## src/rtl/axi4_protocol_monitor.sv

```systemverilog
// Passive AXI4 protocol monitor: channel stability, burst-length tracking, outstanding accounting,
// handshake timeouts and sticky error flags with a maskable registered interrupt.
module axi4_protocol_monitor #(
    parameter int ADDR_WIDTH      = 32,
    parameter int DATA_WIDTH      = 32,
    parameter int ID_WIDTH        = 4,
    parameter int MAX_OUTSTANDING = 8,
    parameter int TIMEOUT         = 1024
) (
    input  logic                            S_AXI_ACLK,
    input  logic                            S_AXI_ARESET,
    input  logic                            S_AXI_AWVALID,
    input  logic                            S_AXI_AWREADY,
    input  logic [ID_WIDTH-1:0]             S_AXI_AWID,
    input  logic [ADDR_WIDTH-1:0]           S_AXI_AWADDR,
    input  logic [7:0]                      S_AXI_AWLEN,
    input  logic [2:0]                      S_AXI_AWSIZE,
    input  logic [1:0]                      S_AXI_AWBURST,
    input  logic [2:0]                      S_AXI_AWPROT,
    input  logic                            S_AXI_WVALID,
    input  logic                            S_AXI_WREADY,
    input  logic [DATA_WIDTH-1:0]           S_AXI_WDATA,
    input  logic [DATA_WIDTH/8-1:0]         S_AXI_WSTRB,
    input  logic                            S_AXI_WLAST,
    input  logic                            S_AXI_BVALID,
    input  logic                            S_AXI_BREADY,
    input  logic [ID_WIDTH-1:0]             S_AXI_BID,
    input  logic [1:0]                      S_AXI_BRESP,
    input  logic                            S_AXI_ARVALID,
    input  logic                            S_AXI_ARREADY,
    input  logic [ID_WIDTH-1:0]             S_AXI_ARID,
    input  logic [ADDR_WIDTH-1:0]           S_AXI_ARADDR,
    input  logic [7:0]                      S_AXI_ARLEN,
    input  logic [2:0]                      S_AXI_ARSIZE,
    input  logic [1:0]                      S_AXI_ARBURST,
    input  logic [2:0]                      S_AXI_ARPROT,
    input  logic                            S_AXI_RVALID,
    input  logic                            S_AXI_RREADY,
    input  logic [ID_WIDTH-1:0]             S_AXI_RID,
    input  logic [DATA_WIDTH-1:0]           S_AXI_RDATA,
    input  logic [1:0]                      S_AXI_RRESP,
    input  logic                            S_AXI_RLAST,
    input  logic                            err_clr,
    input  logic [14:0]                     err_mask,
    output logic [14:0]                     err_flags,
    output logic [3:0]                      first_err,
    output logic                            err_irq,
    output logic [$clog2(MAX_OUTSTANDING):0] aw_pending,
    output logic [$clog2(MAX_OUTSTANDING):0] ar_pending
);

    localparam int PTR_W = $clog2(MAX_OUTSTANDING);
    localparam int CNT_W = PTR_W + 1;
    localparam int TO_W  = $clog2(TIMEOUT + 1);
    localparam int AXP_W = ID_WIDTH + ADDR_WIDTH + 8 + 3 + 2 + 3;
    localparam int WP_W  = DATA_WIDTH + DATA_WIDTH / 8 + 1;
    localparam int BP_W  = ID_WIDTH + 2;
    localparam int RP_W  = ID_WIDTH + DATA_WIDTH + 2 + 1;
    localparam logic [CNT_W-1:0] MAX_CNT = CNT_W'(MAX_OUTSTANDING);

    logic [AXP_W-1:0] w_awPay, w_arPay, r_awPrevPay, r_arPrevPay;
    logic [WP_W-1:0]  w_wPay, r_wPrevPay;
    logic [BP_W-1:0]  w_bPay, r_bPrevPay;
    logic [RP_W-1:0]  w_rPay, r_rPrevPay;
    logic             r_awPrevValid, r_awPrevReady, r_wPrevValid, r_wPrevReady;
    logic             r_bPrevValid, r_bPrevReady, r_arPrevValid, r_arPrevReady;
    logic             r_rPrevValid, r_rPrevReady;
    logic             w_awHs, w_wHs, w_bHs, w_arHs, w_rHs;

    assign w_awPay = {S_AXI_AWID, S_AXI_AWADDR, S_AXI_AWLEN, S_AXI_AWSIZE, S_AXI_AWBURST, S_AXI_AWPROT};
    assign w_arPay = {S_AXI_ARID, S_AXI_ARADDR, S_AXI_ARLEN, S_AXI_ARSIZE, S_AXI_ARBURST, S_AXI_ARPROT};
    assign w_wPay  = {S_AXI_WDATA, S_AXI_WSTRB, S_AXI_WLAST};
    assign w_bPay  = {S_AXI_BID, S_AXI_BRESP};
    assign w_rPay  = {S_AXI_RID, S_AXI_RDATA, S_AXI_RRESP, S_AXI_RLAST};

    assign w_awHs = S_AXI_AWVALID & S_AXI_AWREADY;
    assign w_wHs  = S_AXI_WVALID & S_AXI_WREADY;
    assign w_bHs  = S_AXI_BVALID & S_AXI_BREADY;
    assign w_arHs = S_AXI_ARVALID & S_AXI_ARREADY;
    assign w_rHs  = S_AXI_RVALID & S_AXI_RREADY;

    // Previous-cycle view of every channel; VALID history resets low so nothing fires right after reset.
    always_ff @(posedge S_AXI_ACLK or posedge S_AXI_ARESET) begin
        if (S_AXI_ARESET) begin
            r_awPrevValid <= 1'b0;
            r_awPrevReady <= 1'b0;
            r_awPrevPay   <= '0;
            r_wPrevValid  <= 1'b0;
            r_wPrevReady  <= 1'b0;
            r_wPrevPay    <= '0;
            r_bPrevValid  <= 1'b0;
            r_bPrevReady  <= 1'b0;
            r_bPrevPay    <= '0;
            r_arPrevValid <= 1'b0;
            r_arPrevReady <= 1'b0;
            r_arPrevPay   <= '0;
            r_rPrevValid  <= 1'b0;
            r_rPrevReady  <= 1'b0;
            r_rPrevPay    <= '0;
        end else begin
            r_awPrevValid <= S_AXI_AWVALID;
            r_awPrevReady <= S_AXI_AWREADY;
            r_awPrevPay   <= w_awPay;
            r_wPrevValid  <= S_AXI_WVALID;
            r_wPrevReady  <= S_AXI_WREADY;
            r_wPrevPay    <= w_wPay;
            r_bPrevValid  <= S_AXI_BVALID;
            r_bPrevReady  <= S_AXI_BREADY;
            r_bPrevPay    <= w_bPay;
            r_arPrevValid <= S_AXI_ARVALID;
            r_arPrevReady <= S_AXI_ARREADY;
            r_arPrevPay   <= w_arPay;
            r_rPrevValid  <= S_AXI_RVALID;
            r_rPrevReady  <= S_AXI_RREADY;
            r_rPrevPay    <= w_rPay;
        end
    end

    logic w_awWait, w_wWait, w_bWait, w_arWait, w_rWait;
    assign w_awWait = r_awPrevValid & ~r_awPrevReady;
    assign w_wWait  = r_wPrevValid & ~r_wPrevReady;
    assign w_bWait  = r_bPrevValid & ~r_bPrevReady;
    assign w_arWait = r_arPrevValid & ~r_arPrevReady;
    assign w_rWait  = r_rPrevValid & ~r_rPrevReady;

    // Write-length FIFO plus the count of bursts whose data is done but whose B is still owed.
    logic [7:0]       r_wrMem [MAX_OUTSTANDING];
    logic [PTR_W-1:0] r_wrHead, r_wrTail;
    logic [CNT_W-1:0] r_wrCount, r_wrDone;
    logic [7:0]       r_wBeat;
    logic             w_wrEmpty, w_wrFull, w_wLastExp, w_wPop, w_wLastErr;
    logic             w_bDec, w_bUnexp, w_awOvf, w_awPush;

    assign w_wrEmpty  = (r_wrCount == '0);
    assign w_wrFull   = (r_wrCount == MAX_CNT);
    assign w_wLastExp = (r_wBeat == r_wrMem[r_wrHead]);
    assign w_wPop     = w_wHs & ~w_wrEmpty & w_wLastExp;
    assign w_wLastErr = w_wHs & (w_wrEmpty | (S_AXI_WLAST != w_wLastExp));
    assign w_bDec     = w_bHs & (r_wrDone != '0);
    assign w_bUnexp   = w_bHs & (r_wrDone == '0);
    assign w_awOvf    = w_awHs & ((w_wrFull & ~w_wPop) | ((aw_pending == MAX_CNT) & ~w_bDec));
    assign w_awPush   = w_awHs & ~w_awOvf;
    assign aw_pending = r_wrCount + r_wrDone;

    // Read-length FIFO; read bursts complete on RLAST so no separate response counter.
    logic [7:0]       r_rdMem [MAX_OUTSTANDING];
    logic [PTR_W-1:0] r_rdHead, r_rdTail;
    logic [CNT_W-1:0] r_rdCount;
    logic [7:0]       r_rBeat;
    logic             w_rdEmpty, w_rdFull, w_rLastExp, w_rPop, w_rLastErr;
    logic             w_rUnexp, w_arOvf, w_arPush;

    assign w_rdEmpty  = (r_rdCount == '0);
    assign w_rdFull   = (r_rdCount == MAX_CNT);
    assign w_rLastExp = (r_rBeat == r_rdMem[r_rdHead]);
    assign w_rPop     = w_rHs & ~w_rdEmpty & w_rLastExp;
    assign w_rLastErr = w_rHs & ~w_rdEmpty & (S_AXI_RLAST != w_rLastExp);
    assign w_rUnexp   = w_rHs & w_rdEmpty;
    assign w_arOvf    = w_arHs & w_rdFull & ~w_rPop;
    assign w_arPush   = w_arHs & ~w_arOvf;
    assign ar_pending = r_rdCount;

    always_ff @(posedge S_AXI_ACLK) begin
        if (w_awPush) begin
            r_wrMem[r_wrTail] <= S_AXI_AWLEN;
        end
        if (w_arPush) begin
            r_rdMem[r_rdTail] <= S_AXI_ARLEN;
        end
    end

    always_ff @(posedge S_AXI_ACLK or posedge S_AXI_ARESET) begin
        if (S_AXI_ARESET) begin
            r_wrHead  <= '0;
            r_wrTail  <= '0;
            r_wrCount <= '0;
            r_wrDone  <= '0;
            r_wBeat   <= '0;
            r_rdHead  <= '0;
            r_rdTail  <= '0;
            r_rdCount <= '0;
            r_rBeat   <= '0;
        end else begin
            if (w_awPush) begin
                r_wrTail <= r_wrTail + 1'b1;
            end
            if (w_wPop) begin
                r_wrHead <= r_wrHead + 1'b1;
            end
            r_wrCount <= r_wrCount + CNT_W'(w_awPush) - CNT_W'(w_wPop);
            r_wrDone  <= r_wrDone + CNT_W'(w_wPop) - CNT_W'(w_bDec);
            if (w_wHs && !w_wrEmpty) begin
                r_wBeat <= w_wPop ? 8'd0 : r_wBeat + 8'd1;
            end
            if (w_arPush) begin
                r_rdTail <= r_rdTail + 1'b1;
            end
            if (w_rPop) begin
                r_rdHead <= r_rdHead + 1'b1;
            end
            r_rdCount <= r_rdCount + CNT_W'(w_arPush) - CNT_W'(w_rPop);
            if (w_rHs && !w_rdEmpty) begin
                r_rBeat <= w_rPop ? 8'd0 : r_rBeat + 8'd1;
            end
        end
    end

    // Stall counters saturate at TIMEOUT so each stall episode raises the flag only once.
    logic [4:0]      w_stall, w_toHit;
    logic [TO_W-1:0] r_toCnt [5];

    assign w_stall = {S_AXI_RVALID & ~S_AXI_RREADY, S_AXI_ARVALID & ~S_AXI_ARREADY,
                      S_AXI_BVALID & ~S_AXI_BREADY, S_AXI_WVALID & ~S_AXI_WREADY,
                      S_AXI_AWVALID & ~S_AXI_AWREADY};

    always_comb begin
        w_toHit = '0;
        for (int i = 0; i < 5; i++) begin
            w_toHit[i] = w_stall[i] & (r_toCnt[i] == TO_W'(TIMEOUT - 1));
        end
    end

    always_ff @(posedge S_AXI_ACLK or posedge S_AXI_ARESET) begin
        if (S_AXI_ARESET) begin
            for (int i = 0; i < 5; i++) begin
                r_toCnt[i] <= '0;
            end
        end else begin
            for (int i = 0; i < 5; i++) begin
                if (!w_stall[i]) begin
                    r_toCnt[i] <= '0;
                end else if (r_toCnt[i] != TO_W'(TIMEOUT)) begin
                    r_toCnt[i] <= r_toCnt[i] + 1'b1;
                end
            end
        end
    end

    logic [14:0] w_viol;
    assign w_viol[0]  = w_awWait & ~S_AXI_AWVALID;
    assign w_viol[1]  = w_awWait & S_AXI_AWVALID & (w_awPay != r_awPrevPay);
    assign w_viol[2]  = w_wWait & ~S_AXI_WVALID;
    assign w_viol[3]  = w_wWait & S_AXI_WVALID & (w_wPay != r_wPrevPay);
    assign w_viol[4]  = w_arWait & ~S_AXI_ARVALID;
    assign w_viol[5]  = w_arWait & S_AXI_ARVALID & (w_arPay != r_arPrevPay);
    assign w_viol[6]  = w_rWait & ~S_AXI_RVALID;
    assign w_viol[7]  = w_rWait & S_AXI_RVALID & (w_rPay != r_rPrevPay);
    assign w_viol[8]  = w_bWait & (~S_AXI_BVALID | (w_bPay != r_bPrevPay));
    assign w_viol[9]  = w_wLastErr;
    assign w_viol[10] = w_rLastErr;
    assign w_viol[11] = w_bUnexp;
    assign w_viol[12] = w_rUnexp;
    assign w_viol[13] = w_awOvf | w_arOvf;
    assign w_viol[14] = |w_toHit;

    function automatic logic [3:0] lowestSet(input logic [14:0] v);
        lowestSet = 4'hF;
        for (int i = 14; i >= 0; i--) begin
            if (v[i]) begin
                lowestSet = 4'(i);
            end
        end
    endfunction

    logic [14:0] r_errFlags, w_flagsBase, w_newBits, w_flagsNext;
    logic [3:0]  r_firstErr, w_firstNext;
    logic        r_errIrq;

    // A clear and a violation on the same edge: the violation survives and re-seeds first_err.
    always_comb begin
        w_flagsBase = err_clr ? 15'd0 : r_errFlags;
        w_newBits   = w_viol & ~w_flagsBase;
        w_flagsNext = w_flagsBase | w_viol;
        w_firstNext = err_clr ? 4'hF : r_firstErr;
        if ((err_clr || r_firstErr == 4'hF) && w_newBits != 15'd0) begin
            w_firstNext = lowestSet(w_newBits);
        end
    end

    always_ff @(posedge S_AXI_ACLK or posedge S_AXI_ARESET) begin
        if (S_AXI_ARESET) begin
            r_errFlags <= '0;
            r_firstErr <= 4'hF;
            r_errIrq   <= 1'b0;
        end else begin
            r_errFlags <= w_flagsNext;
            r_firstErr <= w_firstNext;
            r_errIrq   <= |(r_errFlags & err_mask);
        end
    end

    assign err_flags = r_errFlags;
    assign first_err = r_firstErr;
    assign err_irq   = r_errIrq;

endmodule

```

## config.mk

```make
export PLATFORM = sky130hd
export DESIGN_NAME = axi4_protocol_monitor
export DESIGN_NICKNAME = d
export VERILOG_FILES = /design/src/rtl/axi4_protocol_monitor.sv
export SDC_FILE = /design/constraint.sdc
export NUM_CORES = 1
export LEC_CHECK = 0
export ABC_CLOCK_PERIOD_IN_PS = 13700
export CORE_MARGIN = 5
export CORE_UTILIZATION = 55
export CTS_BUF_LIST = sky130_fd_sc_hd__clkbuf_8
export CTS_CLUSTER_SIZE = 14
export DETAILED_ROUTE_END_ITERATION = 10
export PLACE_DENSITY = 0.8
export SLEW_MARGIN = 40
export SYNTH_ARGS = -nofsm -noshare
export SYNTH_HDL_FRONTEND = slang
export SYNTH_SLANG_ARGS = --single-unit
```

## constraint.sdc

```tcl
create_clock -name S_AXI_ACLK -period 13.7 [get_ports S_AXI_ACLK]
set_input_delay 2.74 -clock S_AXI_ACLK [delete_from_list [all_inputs] [get_ports S_AXI_ACLK]]
set_output_delay 2.74 -clock S_AXI_ACLK [all_outputs]
set_load 0.01 [all_outputs]
```

==> results.rst <==
.. list-table::
   :header-rows: 1

   * - Metric
     - Value
   * - Total of flip-flops plus latches after synthesis
     - 439
   * - Synth Area in XOR/XNOR
     - 12.4%
   * - Final core utilization
     - 68.2%
   * - Count of mapped cells out of synthesis
     - 1,355
   * - Critical path capture point type
     - flip-flop
   * - Number of CTS-inserted buffers
     - 71
   * - Number of inserted diodes
     - 0
   * - Die outline area
     - 37,100 sq um
   * - Share of flip-flops with an asynchronous set or reset
     - 70.8%
   * - Via density per instance
     - 5.34
   * - Critical register-to-register path endpoint
     - r_wrMem[2][3]
   * - Count of clock tree sinks
     - 439
   * - Remaining design rule violation count
     - 0
   * - Time the final worst path needs with I/O delays and setup
     - 5.31 ns
   * - Routed wire length
     - 37.9 mm
   * - Multiplexer area fraction after synthesis
     - 5.07%
   * - Total negative slack for setup checks
     - 0 ns
   * - Sink of the worst hold path
     - first_err[2]
   * - TritonCTS clock tree
     - done
   * - Arrival time reported for the critical path endpoint
     - 5.52 ns
   * - Final Worst Setup Slack
     - 8.39 ns
   * - CP required
     - 13.91 ns
   * - Violation count after the first detailed-routing iteration
     - 566
   * - DPL Wire Length
     - 27.1 mm
   * - Number of synthesized flops with an enable pin
     - 128
   * - Filler Cells Inserted
     - 2,356
   * - Core Rows
     - 67
   * - Result of the run
     - finished, final reports clean
   * - Reg2reg path depth
     - 10
   * - Max VDD drop
     - 0.0805 mV
   * - Critical setup path kind
     - in2reg
   * - Worst clock skew
     - 0.0180 ns
   * - Critical Path Source Type
     - primary input
   * - Type of the most critical hold path
     - reg2reg
   * - Smallest hold slack
     - 0.514 ns
   * - Clock Root Buffer
     - sky130_fd_sc_hd__clkbuf_8
   * - I/O Pins
     - 242
   * - Post-CTS Hold Fix Bufs
     - 0
   * - Number of nets with antenna violations after detailed routing
     - 0
   * - Mean instance size in the synthesized netlist
     - 13.6 sq um
   * - Worst-case headroom to the max-slew limit
     - 47.5%
   * - Count of unique library cells instantiated by Yosys
     - 74
   * - Total setup violations reported at the end of the flow
     - 0
   * - Number of maximum-capacitance constraint violations
     - 0
   * - Initial antenna violation count
     - 1
   * - Number of cells on the worst hold path
     - 2
   * - Achievable Freq
     - 0.188 GHz
   * - Beginning of the worst register-to-register path
     - r_wrHead[0]
   * - Standard cell core area
     - 33,300 sq um
   * - Post-route clock period utilization
     - 38.8%
   * - Vias
     - 11,500
   * - Main synth FF type
     - sky130_fd_sc_hd__dfrtp_1
   * - Dominant combinational cell family by area after synthesis
     - XOR/XNOR gates
   * - CP max FO
     - 9
   * - Clock edge transition at the registers on the reported setup and hold paths
     - 0.06 ns
   * - Count of yosys warnings during synthesis
     - 0
   * - H-tree Lvls
     - 3
   * - Post-Place Setup Slack
     - 7.74 ns
   * - Count of input and output buffers
     - 241
   * - # resized after CTS
     - 0
   * - Wire length of the first global-routing pass
     - 61.3 mm
   * - Simple-gate share of the synthesized area
     - 10.9%
   * - Vias in the first global route
     - 12,100
   * - Final hold violation count
     - 0
   * - Total standard cell area after synthesis
     - 18,400 sq um
   * - Worst slew pin tran
     - 0.784 ns
   * - DR WL/cell
     - 17.6 microns
   * - Share of cells above drive strength 1
     - 9.19%
   * - Leakage power summed over all cells
     - 0.00914 uW
   * - Fraction of the mapped netlist area in compound gates
     - 4.04%
   * - Count of final max-slew check failures
     - 0
   * - Share of the yosys chip area belonging to registers
     - 63.3%
   * - Starting Density
     - 55.2%
   * - Die boundary height
     - 193 microns
   * - Area share of fa/ha/maj cells after synthesis
     - 2.82%
   * - Placer congestion estimate
     - 0.841
   * - Grt ovf
     - 0
   * - Total Nets Final
     - 1,905
   * - Net count after synthesis
     - 1,608
   * - RSZ-0062 raised after global routing
     - false
   * - Cell Pwr Density
     - 140 nW/um^2
   * - Gr usage total
     - 20.8%
   * - Die width
     - 193 microns
   * - Post-CTS Setup Repair Bufs
     - 0
   * - Largest net degree at the start of global routing
     - 135
   * - Synth-to-layout area growth
     - 23.6%
   * - Clock Path Buffers
     - 3
   * - Later-pin clock latency in the skew report
     - 0.59 ns
   * - Detailed Routing Iterations Pass 1
     - 6
   * - Hold Path Origin
     - first_err[2]
   * - Reg2Reg Setup Slack
     - 9.13 ns
[synth_stat cells (all sizes together), types with 15 or more instances]
| cell type | count | area, sq um |
|---|---|---|
| o21ai | 33 | 165 |
| ha | 35 | 438 |
| mux4 | 28 | 631 |
| mux2i | 21 | 210 |
| nor3 | 15 | 80.1 |
| nand4 | 34 | 213 |
| nor4 | 50 | 313 |
| dfrtp | 307 | 7680 |
| nand3 | 41 | 205 |
| xor2 | 192 | 1680 |
| nor2 | 94 | 369 |
| nand2 | 73 | 277 |
| nand2b | 20 | 128 |
| inv | 40 | 153 |
| a21oi | 34 | 170 |
| xnor2 | 68 | 596 |
| edfxtp | 128 | 3840 |
[worst max-delay path by stage]
stage / from / to / cells past startpoint
5_1_grt: S_AXI_WVALID / r_wrMem[2][3] / 7
6_report: S_AXI_WVALID / r_wrMem[2][3] / 7
4_1_cts: S_AXI_WVALID / r_wrMem[7][1] / 7
3_5_place_dp: S_AXI_WVALID / r_wrMem[7][6] / 7
3_3_place_gp: S_AXI_RVALID / r_rdMem[0][5] / 6
2_1_floorplan: S_AXI_ARESET / ar_pending[0] / 1
[stage by stage]
stage                     cell area [sq um]  total power [uW]  instances
after detailed placement              21300              2160       2027
after global placement                21300              2130       2026
after floorplan                       18400              1900       1355
after global routing                  22700              3360       2156
final                                 22700              3180       2156
after CTS                             22700              3220       2156
[area by class of cell]
class                           count  area, sq um  share of cell area [%]
Clock buffer                       84         1160                    5.09
Timing Repair Buffer              245         2470                    10.9
Tap cell                          448          561                    2.47
Sequential cell                   439        11600                    51.3
Inverter                           40          165                   0.728
Multi-Input combinational cell    855         6520                    28.7
Clock inverter                     45          186                   0.822
[critical path, stage by stage]
cell	delay, ns
sky130_fd_sc_hd__clkdlybuf4s50_1	0.64
sky130_fd_sc_hd__nand3_1	0.42
sky130_fd_sc_hd__nor2_8	0.27
sky130_fd_sc_hd__inv_4	0.07
sky130_fd_sc_hd__a311oi_4	0.49
sky130_fd_sc_hd__nand2b_2	0.20
sky130_fd_sc_hd__nor3b_2	0.67
[state kept, by name (all words and copies together) (netlist names), 4 cells and up]
| signal | count |
|---|---|
| ar_pending | 4 |
| err_flags | 15 |
| first_err | 4 |
| r_arPrevPay | 52 |
| r_awPrevPay | 52 |
| r_bPrevPay | 6 |
| r_rBeat | 8 |
| r_rPrevPay | 39 |
| r_rdMem | 64 |
| r_toCnt | 55 |
| r_wBeat | 8 |
| r_wPrevPay | 37 |
| r_wrCount | 4 |
| r_wrDone | 4 |
| r_wrMem | 64 |
[cells in the final DEF (no fill, tap or decap), types with 5 or more instances in the layout]
master	synthesis	routed
sky130_fd_sc_hd__nor2b_1	8	8
sky130_fd_sc_hd__a21oi_1	34	34
sky130_fd_sc_hd__or3_1	9	9
sky130_fd_sc_hd__ha_1	35	35
sky130_fd_sc_hd__o21ai_0	32	32
sky130_fd_sc_hd__clkdlybuf4s50_1	0	241
sky130_fd_sc_hd__xnor2_1	68	68
sky130_fd_sc_hd__nor2_1	93	91
sky130_fd_sc_hd__nand2_1	72	72
sky130_fd_sc_hd__edfxtp_1	128	128
sky130_fd_sc_hd__nand2b_1	19	19
sky130_fd_sc_hd__nor4_1	50	50
sky130_fd_sc_hd__dfrtp_1	307	304
sky130_fd_sc_hd__nor3_1	14	10
sky130_fd_sc_hd__mux2i_1	21	21
sky130_fd_sc_hd__nand3_1	41	41
sky130_fd_sc_hd__inv_1	38	72
sky130_fd_sc_hd__a22oi_1	7	7
sky130_fd_sc_hd__mux4_2	28	28
sky130_fd_sc_hd__nand4_1	34	34
sky130_fd_sc_hd__nand3b_1	5	5
sky130_fd_sc_hd__xor2_1	192	192
sky130_fd_sc_hd__clkbuf_8	0	84
sky130_fd_sc_hd__nor3_2	1	5
sky130_fd_sc_hd__and3_1	13	13
[where the power goes]
group | total (uW) | leakage, uW | internal (uW) | switching, uW
Clock | 1050 | 0.000816 | 556 | 492
Combinational | 561 | 0.00338 | 289 | 272
Sequential | 1570 | 0.00494 | 1470 | 104
[logic make-up after synthesis]
group | count (synthesis)
fa+ha+maj | 39
compound gates | 115
mux | 57
xor+xnor | 260
buf+inv | 61
simple gates | 384
flops | 439
[layer usage]
layer | track usage, % | up-vias | wire [microns]
li1 | - | 5431 | -
met1 | 27.9 | 5655 | 16100
met2 | 33.5 | 349 | 17900
met3 | 5.95 | 72 | 3040
met4 | 6.12 | 2 | 830
met5 | 0 | - | 13
(Power assumes the default switching activity.)
